$ cat config.mk
export PLATFORM = sky130hd
export DESIGN_NAME = cpu_matrix_operand_fetch
export DESIGN_NICKNAME = d
export VERILOG_FILES = /design/src/rtl/cpu_tensor_pkg.sv /design/src/rtl/cpu_matrix_operand_fetch.sv
export SDC_FILE = /design/constraint.sdc
export NUM_CORES = 1
export LEC_CHECK = 0
export BUFFER_PORTS_ARGS = -buffer_cell sky130_fd_sc_hd__buf_4
export CORE_ASPECT_RATIO = 1.75
export CORE_MARGIN = 1.5
export CORE_UTILIZATION = 45
export CTS_CLUSTER_DIAMETER = 100
export DETAILED_ROUTE_END_ITERATION = 12
export GPL_TIMING_DRIVEN = 0
export PLACE_DENSITY = 0.77
export SYNTH_ARGS = -nofsm -noshare
export SYNTH_HDL_FRONTEND = slang
export SYNTH_SLANG_ARGS = --single-unit
$ cat constraint.sdc
create_clock -name clock_in -period 3 [get_ports clock_in]
set_input_delay 0.75 -clock clock_in [delete_from_list [all_inputs] [get_ports clock_in]]
set_output_delay 0.75 -clock clock_in [all_outputs]
set_load 0.02 [all_outputs]
$ cat src/rtl/cpu_tensor_pkg.sv
// rtl/cpu_tensor_pkg.sv - shared constants and types for the tensor-core operand path
package cpu_tensor_pkg;

   localparam int NUMBER_OF_REGISTERS = 256;
   localparam int REG_ADDR_WIDTH      = $clog2(NUMBER_OF_REGISTERS);
   localparam int DATA_WIDTH          = 8;
   localparam int MATRIX_SIZE         = 4;
   localparam int ELEMENTS            = MATRIX_SIZE * MATRIX_SIZE;

   typedef enum logic [1:0] {
      IDLE,
      FETCH,
      DONE
   } fetch_state_t;

   typedef logic [ELEMENTS*DATA_WIDTH-1:0] matrix_bus_t;

endpackage

$ cat src/rtl/cpu_matrix_operand_fetch.sv
// rtl/cpu_matrix_operand_fetch.sv - gathers two row-major operand matrices from the register file
module cpu_matrix_operand_fetch #(
   parameter int NUMBER_OF_REGISTERS = cpu_tensor_pkg::NUMBER_OF_REGISTERS,
   parameter int DATA_WIDTH          = cpu_tensor_pkg::DATA_WIDTH,
   parameter int MATRIX_SIZE         = cpu_tensor_pkg::MATRIX_SIZE
) (
   input  logic                                               clock_in,
   input  logic                                               reset_n_in,
   input  logic                                               start_in,
   input  logic [$clog2(NUMBER_OF_REGISTERS)-1:0]             base_address_a_in,
   input  logic [$clog2(NUMBER_OF_REGISTERS)-1:0]             base_address_b_in,
   output logic [$clog2(NUMBER_OF_REGISTERS)-1:0]             read_register_address1_out,
   output logic [$clog2(NUMBER_OF_REGISTERS)-1:0]             read_register_address2_out,
   input  logic [DATA_WIDTH-1:0]                              read_data1_in,
   input  logic [DATA_WIDTH-1:0]                              read_data2_in,
   output logic [MATRIX_SIZE*MATRIX_SIZE*DATA_WIDTH-1:0]      matrix_a_out,
   output logic [MATRIX_SIZE*MATRIX_SIZE*DATA_WIDTH-1:0]      matrix_b_out,
   output logic                                               valid_out,
   input  logic                                               ready_in,
   output logic                                               busy_out
);
   import cpu_tensor_pkg::*;

   localparam int AW    = $clog2(NUMBER_OF_REGISTERS);
   localparam int ELEMS = MATRIX_SIZE * MATRIX_SIZE;
   localparam int IW    = (ELEMS > 1) ? $clog2(ELEMS) : 1;
   localparam int MW    = ELEMS * DATA_WIDTH;
   localparam logic [IW-1:0] LAST_INDEX = IW'(ELEMS - 1);

   fetch_state_t  state;
   fetch_state_t  next_state;
   logic [IW-1:0] index;
   logic [IW-1:0] next_index;
   logic          accept;

   logic [AW-1:0]         base_sel [2];
   logic [DATA_WIDTH-1:0] data_sel [2];
   logic [AW-1:0]         addr     [2];
   logic [MW-1:0]         mat      [2];

   always_ff @(posedge clock_in or negedge reset_n_in) begin
      if (!reset_n_in) begin
         state <= IDLE;
         index <= '0;
      end else begin
         state <= next_state;
         index <= next_index;
      end
   end

   // A transfer edge that also sees start_in goes straight back to FETCH.
   always_comb begin
      next_state = state;
      next_index = index;
      accept     = 1'b0;
      busy_out   = 1'b0;
      valid_out  = 1'b0;
      case (state)
         IDLE: begin
            if (start_in) begin
               accept     = 1'b1;
               next_state = FETCH;
               next_index = '0;
            end
         end
         FETCH: begin
            busy_out = 1'b1;
            if (index == LAST_INDEX) begin
               next_state = DONE;
               next_index = '0;
            end else begin
               next_index = index + 1'b1;
            end
         end
         DONE: begin
            valid_out = 1'b1;
            if (ready_in) begin
               if (start_in) begin
                  accept     = 1'b1;
                  next_state = FETCH;
                  next_index = '0;
               end else begin
                  next_state = IDLE;
               end
            end
         end
         default: begin
            next_state = IDLE;
            next_index = '0;
         end
      endcase
   end

   assign base_sel[0] = base_address_a_in;
   assign base_sel[1] = base_address_b_in;
   assign data_sel[0] = read_data1_in;
   assign data_sel[1] = read_data2_in;

   for (genvar p = 0; p < 2; p++) begin : g_port
      logic [AW-1:0] base_q;
      logic [MW-1:0] mat_q;

      always_ff @(posedge clock_in or negedge reset_n_in) begin
         if (!reset_n_in) begin
            base_q <= '0;
            mat_q  <= '0;
         end else begin
            if (accept) begin
               base_q <= base_sel[p];
            end
            if (state == FETCH) begin
               mat_q[int'(index)*DATA_WIDTH +: DATA_WIDTH] <= data_sel[p];
            end
         end
      end

      // Sum truncates to AW bits so a range near the top wraps to register 0.
      assign addr[p] = (state == FETCH) ? (base_q + AW'(index)) : '0;
      assign mat[p]  = mat_q;
   end

   assign read_register_address1_out = addr[0];
   assign read_register_address2_out = addr[1];
   assign matrix_a_out               = mat[0];
   assign matrix_b_out               = mat[1];

endmodule

==> qor.yml, run 1 <==
status:
  outcome: "finished, violations left"
  violations: "negative setup slack"
worst_setup_path:
  path_max_fanout: 5
  setup.worst_path.class: "flop to primary output"
  worstRegToRegCells: 10
  arrival_ns: 2.39
  critPathLaunchType: "flop"
  worst_ep_required_time_ns: 2.25
  cp-end-kind: "primary output"
sta:
  period_needed_ns: 3.14
  setup_ws_ns: -0.144
  hold_ws_ns: 0.145
  tns_ns: -0.367
  fin_skew_ns: 0.0107
  rsz0062_at_grt: "yes"
  post-route-period-util: 1.05
  setup_viol: 4
  relSlewSlack: 0.347
  fmax_ghz: 0.318
  finalHoldViolCount: 0
  slew_violations: 0
  worst_pin_slew_ns: 0.979
yosys:
  synth_seq_cells: 278
  async_reset_ff_frac: 1.00
  syn-num-nets: 955
  netlist_area_mm2: 0.0115
  synth_xor_area_frac: 0.00762
  synth_warnings: 0
  synth.distinct_cells: 49
  synth_edf_count: 0
  synth_mux_area_frac: 0.186
  yosys.area_share.adder: 0.0155
  syn_inst: 906
  yosysSeqAreaShare: 0.605
  synth_top_family_by_area: "multiplexers"
  synth_compound_area_frac: 0.0960
  synth-simple-area-share: 0.0597
  synth_ff_type: "dfrtp_1"
  synth.avg_cell_area_um2: 12.7
power:
  power_density_mw_per_mm2: 1370
  ir_drop_v: 0.000957
  finalPower_mw: 21.3
  power.leakage_nw: 7.15
global_route:
  grt_pass1_vias: 9091
  grt-ovfl-total: 0
  grt_max_degree: 120
  grt_pass1_wl_um: 54200
  antenna_found_initial: 0
  track_usage: 0.273
cells_and_area:
  diodes: 0
  stdcell_area_mm2: 0.0156
  multi_input_area_mm2: 0.00438
  final-seq-area_mm2: 0.00696
  fillCellCount: 2031
  drive_above_1_share: 0.487
  syn_to_final_growth_pct: 35.4
  fin_nets: 1306
placed_design:
  placed_area_mm2: 0.0143
  portBuffers: 307
  place.gp.congestion: 0.880
  preCtsSetupSlack_ns: -0.799
  hpwl_um: 25900
floorplan:
  std_cell_rows: 77
  initial_core_util: 0.457
  die_width_um: 124
  die_area_mm2: 0.0265
  dieHeight_um: 214
  core_mm2: 0.0251
  pin_count: 310
drt:
  routed_wl_um: 36000
  drt-pass1-iter-count: 5
  wl_per_cell_um: 22.6
  vias: 8903
  postRouteAntennaNets: 0
  drt_iter0_markers: 586
  drc: 0
  vias_per_cell: 5.59
clocking:
  cts-htree-levels: 1
  clk_pin_slew_ns: 0.07
  cts_tree: "yes"
  cts.sinks: 278
  clock_latency_ns: 0.54
  cts_inserted_buffers: 27
  cts.path.max_buffers: 3
  cts_root_buf: "clkbuf_16"
job:
  maxCapViolations: 0
min_path:
  min_path_type: "input pin to asynchronous set/reset pin"
-- critical path, stage by stage (launching register included) --
cell	delay [ns]
dfrtp_2	0.47
ha_2	0.23
fa_2	0.37
a211o_1	0.26
o2111ai_1	0.12
xor2_1	0.17
nor2_1	0.06
buf_4	0.17
-- registers in the layout, summed over array words and instances, names as in the netlist --
signal,cells
matrix_a_out,128
matrix_b_out,128
g_port.base_q,16
index,4
state,2
-- area by class of cell --
cell class | instances | share of cell area
clock buffer | 35 | 0.0486
clock inverter | 14 | 0.00869
sequential | 278 | 0.447
buffer | 71 | 0.0234
timing repair buffer | 329 | 0.163
multi-input combinational | 545 | 0.282
inverter | 5 | 0.00121
tap | 316 | 0.0254
-- stage by stage --
| step | std cells | util |
|---|---|---|
| global placement | 1529 | 0.567 |
| floorplan | 906 | - |
| detailed placement | 1531 | 0.569 |
| global route | 1593 | 0.619 |
| finish | 1593 | 0.619 |
| CTS | 1590 | 0.615 |
-- where the power goes --
group	switching, mW	internal (mW)	leakage [nW]
sequential	1.13	5.51	3.30
clock	1.47	1.95	0.437
combinational	6.25	4.94	3.41
-- path summary, 6_finish.rpt --
kind,from,to,slack [ns]
setup reg to reg,index[0]$_DFFE_PN0P_,matrix_a_out[95]$_DFFE_PN0P_,0.03
max in group asynchronous,reset_n_in,matrix_b_out[125]$_DFFE_PN0P_,1.45
hold / removal,reset_n_in,matrix_a_out[102]$_DFFE_PN0P_,0.14
min in group clock_in,base_address_b_in[0],g_port[1].base_q[0]$_DFFE_PN0P_,0.44
setup / recovery,index[0]$_DFFE_PN0P_,read_register_address2_out[6],-0.14
hold reg to reg,matrix_a_out[3]$_DFFE_PN0P_,matrix_a_out[3]$_DFFE_PN0P_,0.50
-- synth_stat cells (2+ instances only) --
cell	instances	area share
or3_1	4	0.0022
mux2_4	10	0.013
nand2b_1	10	0.0054
fa_1	2	0.0035
mux2_2	174	0.17
buf_2	15	0.0065
buf_1	4	0.0013
o2111ai_1	2	0.0015
mux2_1	3	0.0029
or2_2	7	0.0038
xor2_1	5	0.0038
xnor2_1	5	0.0038
nor3_1	3	0.0013
o21a_1	2	0.0013
dfrtp_1	278	0.61
inv_1	5	0.0016
and3_1	16	0.0087
o21ai_0	177	0.077
ha_1	11	0.012
a21oi_1	11	0.0048
and2_1	9	0.0049
a211o_1	4	0.0030
nand3_1	8	0.0035
a21o_1	2	0.0013
o211ai_1	2	0.0013
nor2_1	13	0.0042
or4_1	4	0.0026
o31a_1	2	0.0015
clkbuf_1	57	0.019
nor2b_1	5	0.0027
nand2_1	38	0.012
-- logic make-up after synthesis --
group                      Yosys count
buffers and inverters               83
adders and majority gates           13
xor gates and xnor gates            10
DFF                                278
and+or+nand+nor                    127
AOI/OAI and AO/OA                  208
muxes                              187
-- metal layers --
layer,track usage,vias up,wire [um]
li1,-,3896,-
met1,0.312,4470,12600
met2,0.469,411,18800
met3,0.0415,126,2060
met4,0.171,0,2580
met5,0,-,0
-- layout by cell type (no fill, tap or decap), types with 6 or more instances in the layout --
cell type,Yosys,routed
clkbuf_1,57,43
buf_2,15,6
clkbuf_2,1,9
and3_1,16,16
a21oi_1,11,10
mux2_2,174,174
dfrtp_1,278,274
clkinv_2,0,7
nor2_1,13,13
nand3_1,8,8
ha_4,0,6
clkbuf_16,0,27
mux2_4,10,10
nand2_1,38,38
and2_1,9,9
clkbuf_8,0,6
nand2b_1,10,10
buf_4,0,329
or2_2,7,6
o21ai_0,177,177
-- repair_timing --
| action | in CTS | in global routing |
|---|---|---|
| pin swaps | 6 | 4 |
| buffers inserted | 16 | 4 |
| endpoints found under the setup margin | 204 | 94 |
| hold buffers | 0 | 0 |
| gates resized for setup | 32 | 23 |
| endpoints found under the hold margin | 0 | 0 |
No activity file was read; power rests on OpenSTA's default activity.
==> run 2: changes to the inputs <==
CELL_PAD_IN_SITES_DETAIL_PLACEMENT = 1   (was unset)
CELL_PAD_IN_SITES_GLOBAL_PLACEMENT = 1   (was unset)
CORE_UTILIZATION = 37   (was 45)
PLACE_DENSITY = 0.79   (was 0.77)
==> run 2 against run 1 <==
The run still ends with negative setup slack left. Wire length up 13%. Count of clock-buffer cells in the layout grew 6. Register-to-register slack better by 0.03 ns. Die area is 21% higher. Cell area increased by 0.44%. Setup slack worse by 0.0097 ns. Critical path depth stayed put. Sequential share of layout area down 0.20 points. Critical endpoint unchanged. Largest cell class unchanged. Largest power group unchanged.
==> qor.yml, run 2 (same netlist as run 1, synthesis figures left out) <==
worst_setup_path:
  cp-end-kind: "primary output"
  path_max_fanout: 4  # -1
  worst_path_largest_cell_delay_ns: 0.47  # about the same
  critPathLaunchType: "flop"
  regToRegEndpoint: "matrix_a_out[95]$_DFFE_PN0P_"
  arrival_ns: 2.40  # about the same
  setup.reg_to_reg.worst_slack_ns: 0.06  # +0.03 ns
  worstRegToRegCells: 10  # unchanged
  worst_ep_required_time_ns: 2.25  # about the same
  crit_end: "read_register_address2_out[6]"
  setup.worst_path.class: "flop to primary output"
  r2r_start: "index[1]$_DFFE_PN0P_"
  critPathLaunch: "index[0]$_DFFE_PN0P_"
  crit_slowest_cell: "dfrtp_2"
  crit_chain: "ha_4 > fa_2 > a211o_1 > o2111ai_2 > xor2_1 > nor2_1 > buf_4"
drt:
  vias_per_cell: 5.32  # -4.8%
  wl_per_cell_um: 24.5  # +8.1%
  drt-pass1-iter-count: 5  # unchanged
  drc: 0  # unchanged
  postRouteAntennaNets: 0  # unchanged
  vias: 8856  # -0.53%
  routed_wl_um: 40700  # +13%
  drt_iter0_markers: 303  # -48%
power:
  p_sw_frac: 0.426  # +0.00953
  power_density_mw_per_mm2: 1370  # +0.48%
  finalPower_mw: 21.5  # +0.93%
  power.share.clock: 0.153  # -0.008
  internal_power_mw: 12.3  # -0.72%
  ir_drop_v: 0.000878  # -8.3%
  switching_power_mw: 9.14  # +3.2%
  pwr-share-comb: 0.534  # +0.008
  p_seq_frac: 0.313  # about the same
  power.leakage_nw: 7.13  # -0.29%
clocking:
  cts.sinks: 278  # unchanged
  cts-htree-levels: 1  # unchanged
  cts_tree: "yes"
  clock_latency_ns: 0.55  # about the same
  cts.path.max_buffers: 3  # unchanged
  cts_inserted_buffers: 27  # unchanged
  cts_hold_buf: 0  # unchanged
  clk_pin_slew_ns: 0.07  # about the same
  cts_root_buf: "clkbuf_16"
cells_and_area:
  syn_to_final_growth_pct: 36.0
  fillCellCount: 3247  # +60%
  fin_nets: 1306  # unchanged
  final_util: 0.510  # -0.109
  fin_cells: 1665  # +4.5%
  final_cell_mix: "328 x buf_4, 274 x dfrtp_1, 176 x o21ai_0"
  drive_above_1_share: 0.491  # +0.00350
  stdcell_area_mm2: 0.0156  # +0.44%
  diodes: 0  # unchanged
  layout_commonest_cell: "buf_4"
sta:
  fmax_ghz: 0.317  # -0.31%
  hold_ws_ns: 0.125  # -0.0197 ns
  fin_skew_ns: 0.0147  # +0.00391 ns
  worst_pin_slew_ns: 1.00  # +0.0252 ns
  finalHoldViolCount: 0  # unchanged
  rsz0062_at_grt: "yes"
  relSlewSlack: 0.330  # -0.0168
  tns_ns: -0.438  # -0.0705 ns
  setup_viol: 5  # +1
  post-route-period-util: 1.05  # +0.00325
  slew_violations: 0  # unchanged
  period_needed_ns: 3.15  # +0.00974 ns
  setup_ws_ns: -0.154  # -0.00974 ns
floorplan:
  std_cell_rows: 85  # +10%
  initial_core_util: 0.375  # -0.0818
  core_mm2: 0.0306  # +22%
  pin_count: 310  # unchanged
  dieHeight_um: 236  # +10%
  die_area_mm2: 0.0322  # +21%
  die_width_um: 136  # +10%
global_route:
  grt-ovfl-total: 0  # unchanged
  grt_max_degree: 114  # -5.0%
  antenna_found_initial: 0  # unchanged
  grt_util_met3: 0.0322  # -0.00925
  track_usage: 0.255  # -0.0179
  grt_pass1_vias: 9742  # +7.2%
  met2_usage: 0.474  # +0.00514
  grt_pass1_wl_um: 61000  # +13%
  gr-max-usage-layer: "met2"
  grt_use_met1: 0.271  # -0.0413
placed_design:
  hpwl_um: 29600  # +14%
  preCtsSetupSlack_ns: -0.932  # -0.133 ns
  portBuffers: 307  # unchanged
  dp.cells: 1606  # +4.9%
  placed_area_mm2: 0.0144  # +0.66%
  place.gp.congestion: 0.821  # -6.7%
job:
  maxCapViolations: 0  # unchanged
status:
  violations: "negative setup slack"
  outcome: "finished, violations left"
min_path:
  min_path_type: "input pin to asynchronous set/reset pin"
-- run 2: changes by cell type in the layout (fill, tap and decap cells not counted), sizes merged --
cell,delta
bufinv,-2
buf,+1
clkinv,-4
clkinvlp,-3
clkbuf,+5
-- run 2: worst max-delay path, delay by kind of cell, from the launching register on --
kind	cells	cell delay [ns]
buf+inv	1	0.16
fa+ha+maj	2	0.56
simple gates	1	0.07
xor+xnor	1	0.21
compound gates	2	0.37
flops	1	0.47
-- run 2: layout make-up --
class | count | area, um2 | area share
repair buffers | 330 | 2530 | 0.162
clock inverters | 5 | 28.8 | 0.00184
plain buffers | 70 | 355 | 0.0227
clock buffers | 41 | 808 | 0.0517
flip-flops and latches | 278 | 6960 | 0.446
inverters | 5 | 18.8 | 0.00120
well taps | 391 | 489 | 0.0313
multi-input cells | 545 | 4440 | 0.284
-- run 2: worst min path at each step --
stage / startpoint / endpoint / slack [ns] / cells after the start
after global placement: matrix_b_out[83]$_DFFE_PN0P_ / matrix_b_out[83]$_DFFE_PN0P_ / 0.48 / 1
final: reset_n_in / matrix_a_out[15]$_DFFE_PN0P_ / 0.12 / 1
after detailed placement: matrix_a_out[2]$_DFFE_PN0P_ / matrix_a_out[2]$_DFFE_PN0P_ / 0.48 / 1
after global routing: reset_n_in / matrix_a_out[15]$_DFFE_PN0P_ / 0.16 / 1
after CTS: reset_n_in / matrix_a_out[15]$_DFFE_PN0P_ / 0.15 / 1
after floorplan: reset_n_in / g_port[0].base_q[0]$_DFFE_PN0P_ / 0.45 / 0
-- run 2: per-layer routing --
metal	vias up	share of wire
li1	3876	-
met3	114	0.041
met2	305	0.55
met4	0	0.064
met5	-	0
met1	4561	0.35
-- run 2: timing repair --
| action | in CTS | in global routing |
|---|---|---|
| resized for setup | 45 | 21 |
| pin swaps | 16 | 10 |
| hold endpoints to repair | 0 | 0 |
| buffers inserted | 20 | 1 |
| endpoints found under the setup margin | 245 | 78 |
-- run 2: power by group through the flow --
| stage | logic [mW] | clock network, mW | registers (mW) |
|---|---|---|---|
| floorplan | 4.13 | 0 | 8.39 |
| finish | 11.5 | 3.28 | 6.72 |
| global placement | 10.5 | 0 | 6.61 |
| detailed placement | 10.8 | 0 | 6.72 |
| global route | 12.2 | 3.48 | 6.91 |
| CTS | 11.4 | 3.36 | 6.70 |
